### config.mk
export PLATFORM = sky130hd
export DESIGN_NAME = instr_fetch_flat
export DESIGN_NICKNAME = d
export VERILOG_FILES = /design/src/rtl/riscv_definitions.sv /design/src/rtl/instr_fetch_if.sv /design/src/rtl/fetch_tag_fifo.sv /design/src/rtl/instr_fetch.sv /design/src/flat_wrapper.sv
export SDC_FILE = /design/constraint.sdc
export NUM_CORES = 1
export LEC_CHECK = 0
export ABC_AREA = 1
export CORE_UTILIZATION = 30
export DETAILED_ROUTE_END_ITERATION = 10
export HOLD_SLACK_MARGIN = 0.08
export MAX_ROUTING_LAYER = met4
export PLACE_DENSITY_LB_ADDON = 0.15
export SKIP_CTS_REPAIR_TIMING = 1
export SYNTH_ARGS = -nofsm -noshare
export SYNTH_HDL_FRONTEND = slang
export SYNTH_SLANG_ARGS = --single-unit
### constraint.sdc
create_clock -name clk -period 3.52 [get_ports clk]
set_input_delay 0.528 -clock clk [delete_from_list [all_inputs] [get_ports clk]]
set_output_delay 0.528 -clock clk [all_outputs]
set_load 0.005 [all_outputs]
### src/rtl/riscv_definitions.sv
// Shared definitions for the fetch slice: bus word type and the NOP encoding
// shown to decode whenever no valid instruction is presented.
package riscv_definitions;

    typedef logic [31:0] dataBus_u;

    localparam dataBus_u INSTR_NOP = 32'h0000_0013;

endpackage

### src/rtl/instr_fetch_if.sv
// Instruction-memory request/response channel between fetch (master) and memory (slave).
interface instr_fetch_if;
    import riscv_definitions::*;

    logic     imem_req_valid;
    logic     imem_req_ready;
    dataBus_u imem_req_addr;
    logic     imem_rsp_valid;
    dataBus_u imem_rsp_data;

    modport master (
        output imem_req_valid, imem_req_addr,
        input  imem_req_ready, imem_rsp_valid, imem_rsp_data
    );

    modport slave (
        input  imem_req_valid, imem_req_addr,
        output imem_req_ready, imem_rsp_valid, imem_rsp_data
    );

endinterface

### src/rtl/fetch_tag_fifo.sv
// Synchronous FIFO of PC tags for requests in flight; each entry carries a stale bit
// that a redirect sets so wrong-path responses can be recognised at pop time.
module fetch_tag_fifo #(
    parameter int DEPTH = 2,
    parameter int CNT_W = $clog2(DEPTH) + 1
) (
    input  logic             clk,
    input  logic             rst,
    input  logic             push,
    input  logic [31:0]      push_tag,
    input  logic             pop,
    input  logic             flush_mark,
    output logic [31:0]      head_tag,
    output logic             head_stale,
    output logic [CNT_W-1:0] count,
    output logic             full,
    output logic             empty
);
    localparam int PTR_W = (DEPTH > 1) ? $clog2(DEPTH) : 1;

    logic [31:0]      tag_mem [DEPTH];
    logic [DEPTH-1:0] stale;
    logic [PTR_W-1:0] rd_ptr, wr_ptr;

    function automatic logic [PTR_W-1:0] ptr_inc(input logic [PTR_W-1:0] p);
        return (p == PTR_W'(DEPTH - 1)) ? '0 : p + PTR_W'(1);
    endfunction

    assign head_tag   = tag_mem[rd_ptr];
    assign head_stale = stale[rd_ptr];
    assign full       = (count == CNT_W'(DEPTH));
    assign empty      = (count == '0);

    always_ff @(posedge clk) begin
        if (rst) begin
            rd_ptr <= '0;
            wr_ptr <= '0;
            count  <= '0;
        end else begin
            if (push) wr_ptr <= ptr_inc(wr_ptr);
            if (pop)  rd_ptr <= ptr_inc(rd_ptr);
            count <= count + CNT_W'(push) - CNT_W'(pop);
        end
    end

    // A tag pushed in the redirect cycle belongs to the old path, so it is born stale.
    always_ff @(posedge clk) begin
        if (flush_mark) stale <= '1;
        if (push) begin
            tag_mem[wr_ptr] <= push_tag;
            stale[wr_ptr]   <= flush_mark;
        end
    end

endmodule

### src/rtl/instr_fetch.sv
// Fetch stage: owns the PC, issues word fetches under a credit limit, tags responses
// with their PC and squashes wrong-path responses after a taken branch.
module instr_fetch
    import riscv_definitions::*;
#(
    parameter logic [31:0] RESET_ADDR      = 32'h0000_0000,
    parameter int          MAX_OUTSTANDING = 2
) (
    input  logic          clk,
    input  logic          rst,
    input  logic          clk_en,
    input  logic          branch_taken,
    input  dataBus_u      jump_addr,
    input  logic          stall,
    instr_fetch_if.master imem,
    output logic          instr_valid,
    output dataBus_u      instr,
    output logic [31:0]   instr_pc,
    output logic          misaligned
);
    localparam int CNT_W = $clog2(MAX_OUTSTANDING) + 1;

    logic [31:0]      pc;
    logic [CNT_W-1:0] drop_cnt;
    logic [CNT_W-1:0] fifo_count;
    logic [CNT_W-1:0] inflight_next;
    logic [CNT_W:0]   used;
    logic [31:0]      head_tag;
    logic             head_stale, fifo_full, fifo_empty;
    logic             accept, rsp, discard, flush;
    logic             unused_bits;

    assign unused_bits = jump_addr[0];

    // A stalled valid buffer holds a credit, so no response can arrive while it is held.
    assign used = {1'b0, fifo_count} + (CNT_W + 1)'(instr_valid && stall);

    assign imem.imem_req_valid = clk_en && !rst && !fifo_full
                                 && (used < (CNT_W + 1)'(MAX_OUTSTANDING));
    assign imem.imem_req_addr  = pc;

    assign accept  = imem.imem_req_valid && imem.imem_req_ready;
    assign rsp     = clk_en && imem.imem_rsp_valid && !fifo_empty;
    assign discard = (drop_cnt != '0) || head_stale;
    assign flush   = clk_en && branch_taken;

    assign inflight_next = fifo_count + CNT_W'(accept) - CNT_W'(rsp);

    fetch_tag_fifo #(
        .DEPTH (MAX_OUTSTANDING),
        .CNT_W (CNT_W)
    ) u_tag_fifo (
        .clk        (clk),
        .rst        (rst),
        .push       (accept),
        .push_tag   (pc),
        .pop        (rsp),
        .flush_mark (flush),
        .head_tag   (head_tag),
        .head_stale (head_stale),
        .count      (fifo_count),
        .full       (fifo_full),
        .empty      (fifo_empty)
    );

    always_ff @(posedge clk) begin
        if (rst) begin
            pc          <= RESET_ADDR;
            drop_cnt    <= '0;
            instr_valid <= 1'b0;
            instr       <= '0;
            instr_pc    <= '0;
            misaligned  <= 1'b0;
        end else if (clk_en) begin
            misaligned <= branch_taken && jump_addr[1];
            if (branch_taken) begin
                // Everything still in flight after this edge is wrong-path.
                pc          <= {jump_addr[31:2], 2'b00};
                drop_cnt    <= inflight_next;
                instr_valid <= 1'b0;
                instr       <= INSTR_NOP;
            end else begin
                if (accept) pc <= pc + 32'd4;
                if (rsp && discard && drop_cnt != '0) drop_cnt <= drop_cnt - CNT_W'(1);
                if (rsp && !discard) begin
                    instr       <= imem.imem_rsp_data;
                    instr_pc    <= head_tag;
                    instr_valid <= 1'b1;
                end else if (!stall) begin
                    instr_valid <= 1'b0;
                    instr       <= INSTR_NOP;
                end
            end
        end
    end

endmodule

### src/flat_wrapper.sv
// flat-port wrapper written by rule: the top's interface ports become plain ports
module instr_fetch_flat import riscv_definitions::*;
#(
    parameter logic [31:0] RESET_ADDR      = 32'h0000_0000,
    parameter int          MAX_OUTSTANDING = 2
)
  (clk, rst, clk_en, branch_taken, jump_addr, stall, instr_valid, instr, instr_pc, misaligned, imem_imem_req_valid, imem_imem_req_addr, imem_imem_req_ready, imem_imem_rsp_valid, imem_imem_rsp_data);
  instr_fetch_if imem_i ();
  input  logic clk;
  input  logic rst;
  input  logic clk_en;
  input  logic branch_taken;
  input  dataBus_u jump_addr;
  input  logic stall;
  output logic instr_valid;
  output dataBus_u instr;
  output logic [31:0] instr_pc;
  output logic misaligned;
  output wire logic [$bits(imem_i.imem_req_valid)-1:0] imem_imem_req_valid;
  output wire logic [$bits(imem_i.imem_req_addr)-1:0] imem_imem_req_addr;
  input wire logic [$bits(imem_i.imem_req_ready)-1:0] imem_imem_req_ready;
  input wire logic [$bits(imem_i.imem_rsp_valid)-1:0] imem_imem_rsp_valid;
  input wire logic [$bits(imem_i.imem_rsp_data)-1:0] imem_imem_rsp_data;
  assign imem_imem_req_valid = imem_i.imem_req_valid;
  assign imem_imem_req_addr = imem_i.imem_req_addr;
  assign imem_i.imem_req_ready = imem_imem_req_ready;
  assign imem_i.imem_rsp_valid = imem_imem_rsp_valid;
  assign imem_i.imem_rsp_data = imem_imem_rsp_data;
  instr_fetch #(.RESET_ADDR(RESET_ADDR), .MAX_OUTSTANDING(MAX_OUTSTANDING)) u_core (.clk(clk), .rst(rst), .clk_en(clk_en), .branch_taken(branch_taken), .jump_addr(jump_addr), .stall(stall), .imem(imem_i), .instr_valid(instr_valid), .instr(instr), .instr_pc(instr_pc), .misaligned(misaligned));
endmodule
==> results of run 1 <==
==> worst paths after layout <==
kind	slack (ps)	start	depth (start not counted)	end
hold reg to reg	450	u_core.instr[1]$_SDFFE_PP0P_	2	u_core.instr[1]$_SDFFE_PP0P_
setup / recovery	1040	clk_en	3	imem_imem_req_valid
setup reg to reg	1350	u_core.u_tag_fifo.rd_ptr$_SDFFE_PP0P_	8	u_core.instr_pc[3]$_SDFFE_PP0P_
hold / removal	450	u_core.instr[1]$_SDFFE_PP0P_	2	u_core.instr[1]$_SDFFE_PP0P_
==> sequential cells by signal (all words and copies together), names as in the netlist <==
name / cells
u_core.drop_cnt: 2
u_core.misaligned: 1
u_core.u_tag_fifo.tag_mem: 60
u_core.u_tag_fifo.stale: 2
u_core.instr_pc: 30
u_core.instr_valid: 1
u_core.instr: 32
u_core.imem.imem_req_addr: 30
u_core.u_tag_fifo.rd_ptr: 1
u_core.u_tag_fifo.count: 2
u_core.u_tag_fifo.wr_ptr: 1
==> logic make-up (layout without fill, tap and decap cells) <==
logic type,Yosys count,in the layout
fa+ha+maj,4,4
other cells,1,4
buf+inv,92,249
compound gates,172,172
xor+xnor,3,3
simple gates,398,398
flops,162,162
==> layout by cell type, fill, tap and decap left out, types with 2 or more instances in the layout <==
master / instances
nand2_1: 273
clkdlybuf4s50_1: 163
dfxtp_1: 102
a21oi_1: 64
nor2_1: 64
edfxtp_1: 60
o21ai_0: 46
inv_1: 39
a31oi_1: 35
nand3_1: 32
clkbuf_16: 18
o21ai_1: 14
buf_4: 9
nor2_4: 7
nand2_2: 7
inv_4: 5
nor2_2: 4
inv_2: 4
o31ai_1: 4
ha_1: 4
conb_1: 4
a21oi_2: 3
clkinv_4: 3
and2_1: 3
a211oi_1: 3
clkbuf_8: 3
nand3_2: 2
or2_0: 2
xnor2_1: 2
==> final cells by class <==
cell class,count,area (sq um),area share
clock buffers,22,495,0.0529
clock inverters,10,92.6,0.00989
inverters,44,170,0.0182
multi-input cells,581,2700,0.288
flip-flops and latches,162,3840,0.411
well taps,285,357,0.0381
repair buffers,173,1700,0.182
==> tightest hold or removal path: cells and delay by family, from the launching register on <==
kind / cells / cell delay, ps
flip-flops: 1 / 310
buffers and inverters: 1 / 50
AO/OA/AOI/OAI: 1 / 50
==> per-stage QoR <==
stage | instances | utilization | hold WS (ps) | setup slack (ps)
after detailed placement | 1245 | 0.386 | 440 | 739
final | 1277 | 0.412 | 448 | 1040
after global placement | 1245 | 0.386 | 437 | 769
after floorplan | 835 | - | 436 | 886
after global routing | 1277 | 0.412 | 479 | 960
after CTS | 1277 | 0.412 | 450 | 1020
==> layer usage <==
layer,global-route usage,share of wire,vias up
met1,0.230,0.48,2655
li1,-,-,3056
met2,0.271,0.47,137
met4,0.0504,0.011,0
met3,0.0233,0.047,15
met5,-,0,-
==> where the power goes <==
part | switching (mW) | leakage [nW] | total, mW | internal (mW)
clock network | 0.762 | 0.298 | 1.84 | 1.08
registers | 0.0671 | 1.36 | 2.07 | 2.00
logic | 0.191 | 1.57 | 0.376 | 0.185
==> metrics.md, run 1 <==
| Metric | Value |
|---|---|
| Synth Area in Compound Gates | `0.135` |
| Syn-to-layout area delta | `34.3%` |
| Die W | `approximately 150 um` |
| Die H | `between 150 and 200 um` |
| Final slew viol count | `0` |
| Drt drc | `0` |
| Clk buf depth | `2` |
| Yosys warnings | `0` |
| First-pass GRT wire length | `30800 um` |
| Power Total | `4.28 mW` |
| Syn Area/Cell | `8.38 sq um` |
| Slew @ Worst Pin | `711 ps` |
| Post-synth top cells | `273 x nand2_1, 102 x dfxtp_1, 66 x nor2_1` |
| Final wirelength | `19300 um` |
| Initial core utilization | `0.307` |
| Fillers | `around 2300` |
| RSZ-0062 raised after global routing | `no` |
| Total core area | `0.0227 sq mm` |
| Vias | `5863` |
| Post-synth ARST share | `0` |
| WP data arrival | `1950 ps` |
| I/O pin cnt | `170` |
| Worst-skew pair later-pin latency | `420 ps` |
| Antenna Nets Post-Route | `0` |
| Total grt overflow | `0` |
| Placed Area | `0.00877 sq mm` |
| Largest family of logic cells by synthesized area | `simple AND/OR/NAND/NOR gates` |
| Crit path buffers/inverters | `2` |
| Post-Synth Simple-Gate Area | `0.239` |
| Clock Root Buffer | `clkbuf_16` |
| Number of antenna violations at the first check in global routing | `0` |
| Final worst path period share | `0.703` |
| Setup_tns | `0 ps` |
| Register area share after synthesis | `0.552` |
| Setup Skew | `10.5 ps` |
| Crit path kind | `in2out` |
| Area contributors post-synth | `dfxtp_1 29%, edfxtp_1 26%, nand2_1 15%, a21oi_1 4.6%, nor2_1 3.6%` |
| Count leader, synth | `nand2_1` |
| Final setup violation count | `0` |
| Antenna diode count | `0` |
| Worst Setup Start Kind | `primary input` |
| P per Cell Area | `458 mW/mm^2` |
| Routability cong. | `0.791` |
| Synth cell types | `37` |
| Row count | `55` |
| Hold WC Path Type | `reg2reg` |
| CTS tree | `yes` |
| Post-synth top flop | `dfxtp_1` |
| HPWL after detailed placement | `12800 um` |
| Clock period minus final worst setup slack | `2480 ps` |
| Total GRT Usage | `0.172` |
| Post-Synth XOR/XNOR Area | `0.00377` |
| Status | `finished clean` |
| Ratio of cells with drive above 1 in the final layout | `0.0726` |
| Largest net degree at the start of global routing | `90` |
| Crit path cell chain | `clkdlybuf4s50_1 > and3_1 > clkdlybuf4s50_1` |
| Delay-heaviest family, CP | `buffers and inverters` |
| Post-synth top area share | `0.293` |
| Worst Path Required | `2990 ps` |
| Final Hold Fails | `0` |
| Synthesized instance count | `832` |
| Critical path's most frequent cell | `clkdlybuf4s50_1` |
| Mux cell area share after synthesis | `0` |
| Vias in the first global route | `5596` |
| Max-cap violation count | `0` |
| Seq cells post-synth | `162` |
| DRT iter0 DRCs | `310` |
| Max Freq | `between 400 and 500 MHz` |
| Clock Pin Slew Worst Setup and Hold Paths | `approximately 60 ps` |
| Num CTS Buffers | `17` |
| DRT Pass-1 Iters | `4` |
| Leak pwr | `3.23 nW` |
| Layout Nets | `1054` |
| Die area | `roughly 0.024 sq mm` |
| VDD IR-drop max | `0.000226 V` |
| Area leader, netlist | `dfxtp_1` |
| # clock sinks | `162` |
| Worst Path Max Fanout | `8` |
| Worst path max stage delay | `700 ps` |
| Via density per instance | `4.59` |
| CTS H-tree lvls | `4` |
| WL per Instance | `15.1 um` |
| Final instance area | `0.00936 sq mm` |
| Post-Synth Adder-Cell Area | `0.00718` |
| Critical Path End Type | `output pin` |
| Max transition margin | `0.526` |
| Port bufs | `164` |
| EDFF count, synth | `60` |
| Slowest CP cell | `clkdlybuf4s50_1` |
| Mapped cell area | `between 0.006 and 0.007 sq mm` |
(Power assumes the default switching activity.)
==> run 2, diff against run 1 <==
clock period = 2.1 ns   (was 3.52 ns; I/O delays follow)
==> run 2 against run 1 <==
Against the previous run: combinational power rose by 88%; die area did not move; sequential share of layout area fell by 1.3 points; routed wire length rose by 1.9%; critical path depth did not move; first-iteration DRC count rose by 1.9%; sequential power rose by 67%; largest power group unchanged; via count rose by 2.1%; global-route usage barely moved.
==> metrics.md, run 2 (same netlist as run 1, synthesis figures left out) <==
| Metric | Value |
|---|---|
| Status | `finished clean` |
| Max reg flops | `60 (unchanged)` |
| Critical Path End Type | `output pin` |
| CTS H-tree lvls | `4 (unchanged)` |
| Most common cell after layout, fill and taps aside | `nand2_1` |
| Worst Path Max Fanout | `3 (-5)` |
| FF/Latch Area | `0.00384 sq mm (unchanged)` |
| Met1 GRT Util | `0.231 (+0.00125)` |
| Total core area | `0.0227 sq mm (unchanged)` |
| WP data arrival | `1590 ps (-360 ps)` |
| Biggest regs | `u_core.u_tag_fifo.tag_mem (60), u_core.instr (32)` |
| DRT Pass-1 Iters | `4 (unchanged)` |
| Placement Setup Slack | `-164 ps (-902 ps)` |
| R2R cell count | `10 (+2)` |
| Die W | `154 um (unchanged)` |
| Largest Register | `u_core.u_tag_fifo.tag_mem` |
| Layout Nets | `1080 (+2.5%)` |
| Initial core utilization | `0.307 (unchanged)` |
| # clock sinks | `162 (unchanged)` |
| Multi-input gate area | `0.00270 sq mm (unchanged)` |
| Via density per instance | `4.60 (+0.15%)` |
| Final setup violation count | `0 (unchanged)` |
| Drt drc | `0 (unchanged)` |
| Crit path cell chain | `nand3_1 > and3_1 > clkdlybuf4s50_1` |
| First-pass GRT wire length | `30600 um (-0.69%)` |
| Total GRT Usage | `0.172 (about the same)` |
| Placed insts | `1271 (+2.1%)` |
| Final worst path period share | `0.905` |
| Clock period minus final worst setup slack | `1900 ps` |
| Final slew viol count | `0 (unchanged)` |
| Placed Area | `0.00906 sq mm (+3.2%)` |
| I/O pin cnt | `170 (unchanged)` |
| Commonest cells after routing, fill and taps aside | `273 x nand2_1, 162 x clkdlybuf4s50_1, 102 x dfxtp_1` |
| Max Freq | `526 MHz` |
| Antenna diode count | `0 (unchanged)` |
| Worst Setup Start Kind | `flop` |
| Finished Layout Cells | `1302 (+2.0%)` |
| Worst-skew pair later-pin latency | `420 ps (about the same)` |
| Row count | `55 (unchanged)` |
| Final hold slack | `401 ps (-46.5 ps)` |
| Grt peak-use layer | `met2` |
| Syn-to-layout area delta | `38.8%` |
| Clock Pin Slew Worst Setup and Hold Paths | `60 ps (about the same)` |
| Clk buf depth | `2 (unchanged)` |
| Utilization after layout | `0.426 (+0.0137)` |
| WL per Instance | `15.1 um (about the same)` |
| Slowest CP cell | `clkdlybuf4s50_1` |
| Final Hold Fails | `0 (unchanged)` |
| HPWL after detailed placement | `13500 um (+5.4%)` |
| Final instance area | `0.00967 sq mm (+3.3%)` |
| Vias in the first global route | `5405 (-3.4%)` |
| Final wirelength | `19600 um (+1.9%)` |
| Port bufs | `164 (unchanged)` |
| Clock Root Buffer | `clkbuf_16` |
| Ratio of cells with drive above 1 in the final layout | `0.0934 (+0.0208)` |
| Hold WC Path Type | `in2reg` |
| Setup Skew | `8.89 ps (-1.65 ps)` |
| RSZ-0062 raised after global routing | `no` |
| Largest net degree at the start of global routing | `47 (-48%)` |
| Die H | `154 um (unchanged)` |
| Crit path buffers/inverters | `1 (-1)` |
| Setup_tns | `0 ps (unchanged)` |
| Routability cong. | `0.849 (+7.3%)` |
| Number of antenna violations at the first check in global routing | `0 (unchanged)` |
| VDD IR-drop max | `0.000412 V (+82%)` |
| Vias | `5987 (+2.1%)` |
| Die area | `0.0238 sq mm (unchanged)` |
| Total grt overflow | `0 (unchanged)` |
| Worst Setup Slack, final | `199 ps (-845 ps)` |
| Total stage count of the critical path | `3 (unchanged)` |
| Leak pwr | `3.40 nW (+5.0%)` |
| P per Cell Area | `759 mW/mm^2 (+66%)` |
| GR Layer Usage met3 | `0.0255 (+0.00224)` |
| Antenna Nets Post-Route | `0 (unchanged)` |
| Hold Path Stages | `5 (+3)` |
| GRT met2 Usage | `0.265 (-0.00625)` |
| Delay-heaviest family, CP | `buffers and inverters` |
| Power Total | `7.34 mW (+71%)` |
| Crit path kind | `reg2out` |
| Worst path max stage delay | `440 ps (-260 ps)` |
| Fillers | `2272 (-1.7%)` |
| Worst Path Required | `1780 ps (-1210 ps)` |
| Num CTS Buffers | `17 (unchanged)` |
| Max-cap violation count | `0 (unchanged)` |
| DRT iter0 DRCs | `316 (+1.9%)` |
| CTS tree | `yes` |
-- run 2: report_power, final --
| group | internal, mW | leakage, nW | switching (mW) |
|---|---|---|---|
| Sequential | 3.35 | 1.36 | 0.0992 |
| Combinational | 0.359 | 1.74 | 0.348 |
| Clock | 1.94 | 0.295 | 1.24 |
-- run 2: worst min-delay path, cell delays in order --
cell     delay (ps)
buf_2           120
nor2_4           40
nand4_4          80
buf_4           150
a21oi_1          70
-- run 2: worst paths after layout --
check                                                                from                                          to  slack (ps)
worst max-delay path                u_core.u_tag_fifo.count[0]$_SDFF_PP0_                         imem_imem_req_valid         200
worst min-delay path                                                  rst       u_core.u_tag_fifo.wr_ptr$_SDFFE_PP0P_         400
worst max register to register  u_core.imem.imem_req_addr[2]$_SDFFE_PP0P_  u_core.imem.imem_req_addr[24]$_SDFFE_PP0P_         260
worst min register to register               u_core.instr[4]$_SDFFE_PP0P_                u_core.instr[4]$_SDFFE_PP0P_         450
-- run 2: layer usage --
metal	vias up	part of all wire
met5	-	0
met1	2731	0.48
met3	19	0.040
met2	131	0.46
met4	0	0.014
li1	3106	-
-- run 2: area by class of cell --
type	count	share of cell area
clock inverter	5	0.00621
timing repair buffer	199	0.206
multi-input combinational	581	0.279
tap	285	0.0369
clock buffer	26	0.0572
inverter	44	0.0176
sequential	162	0.397
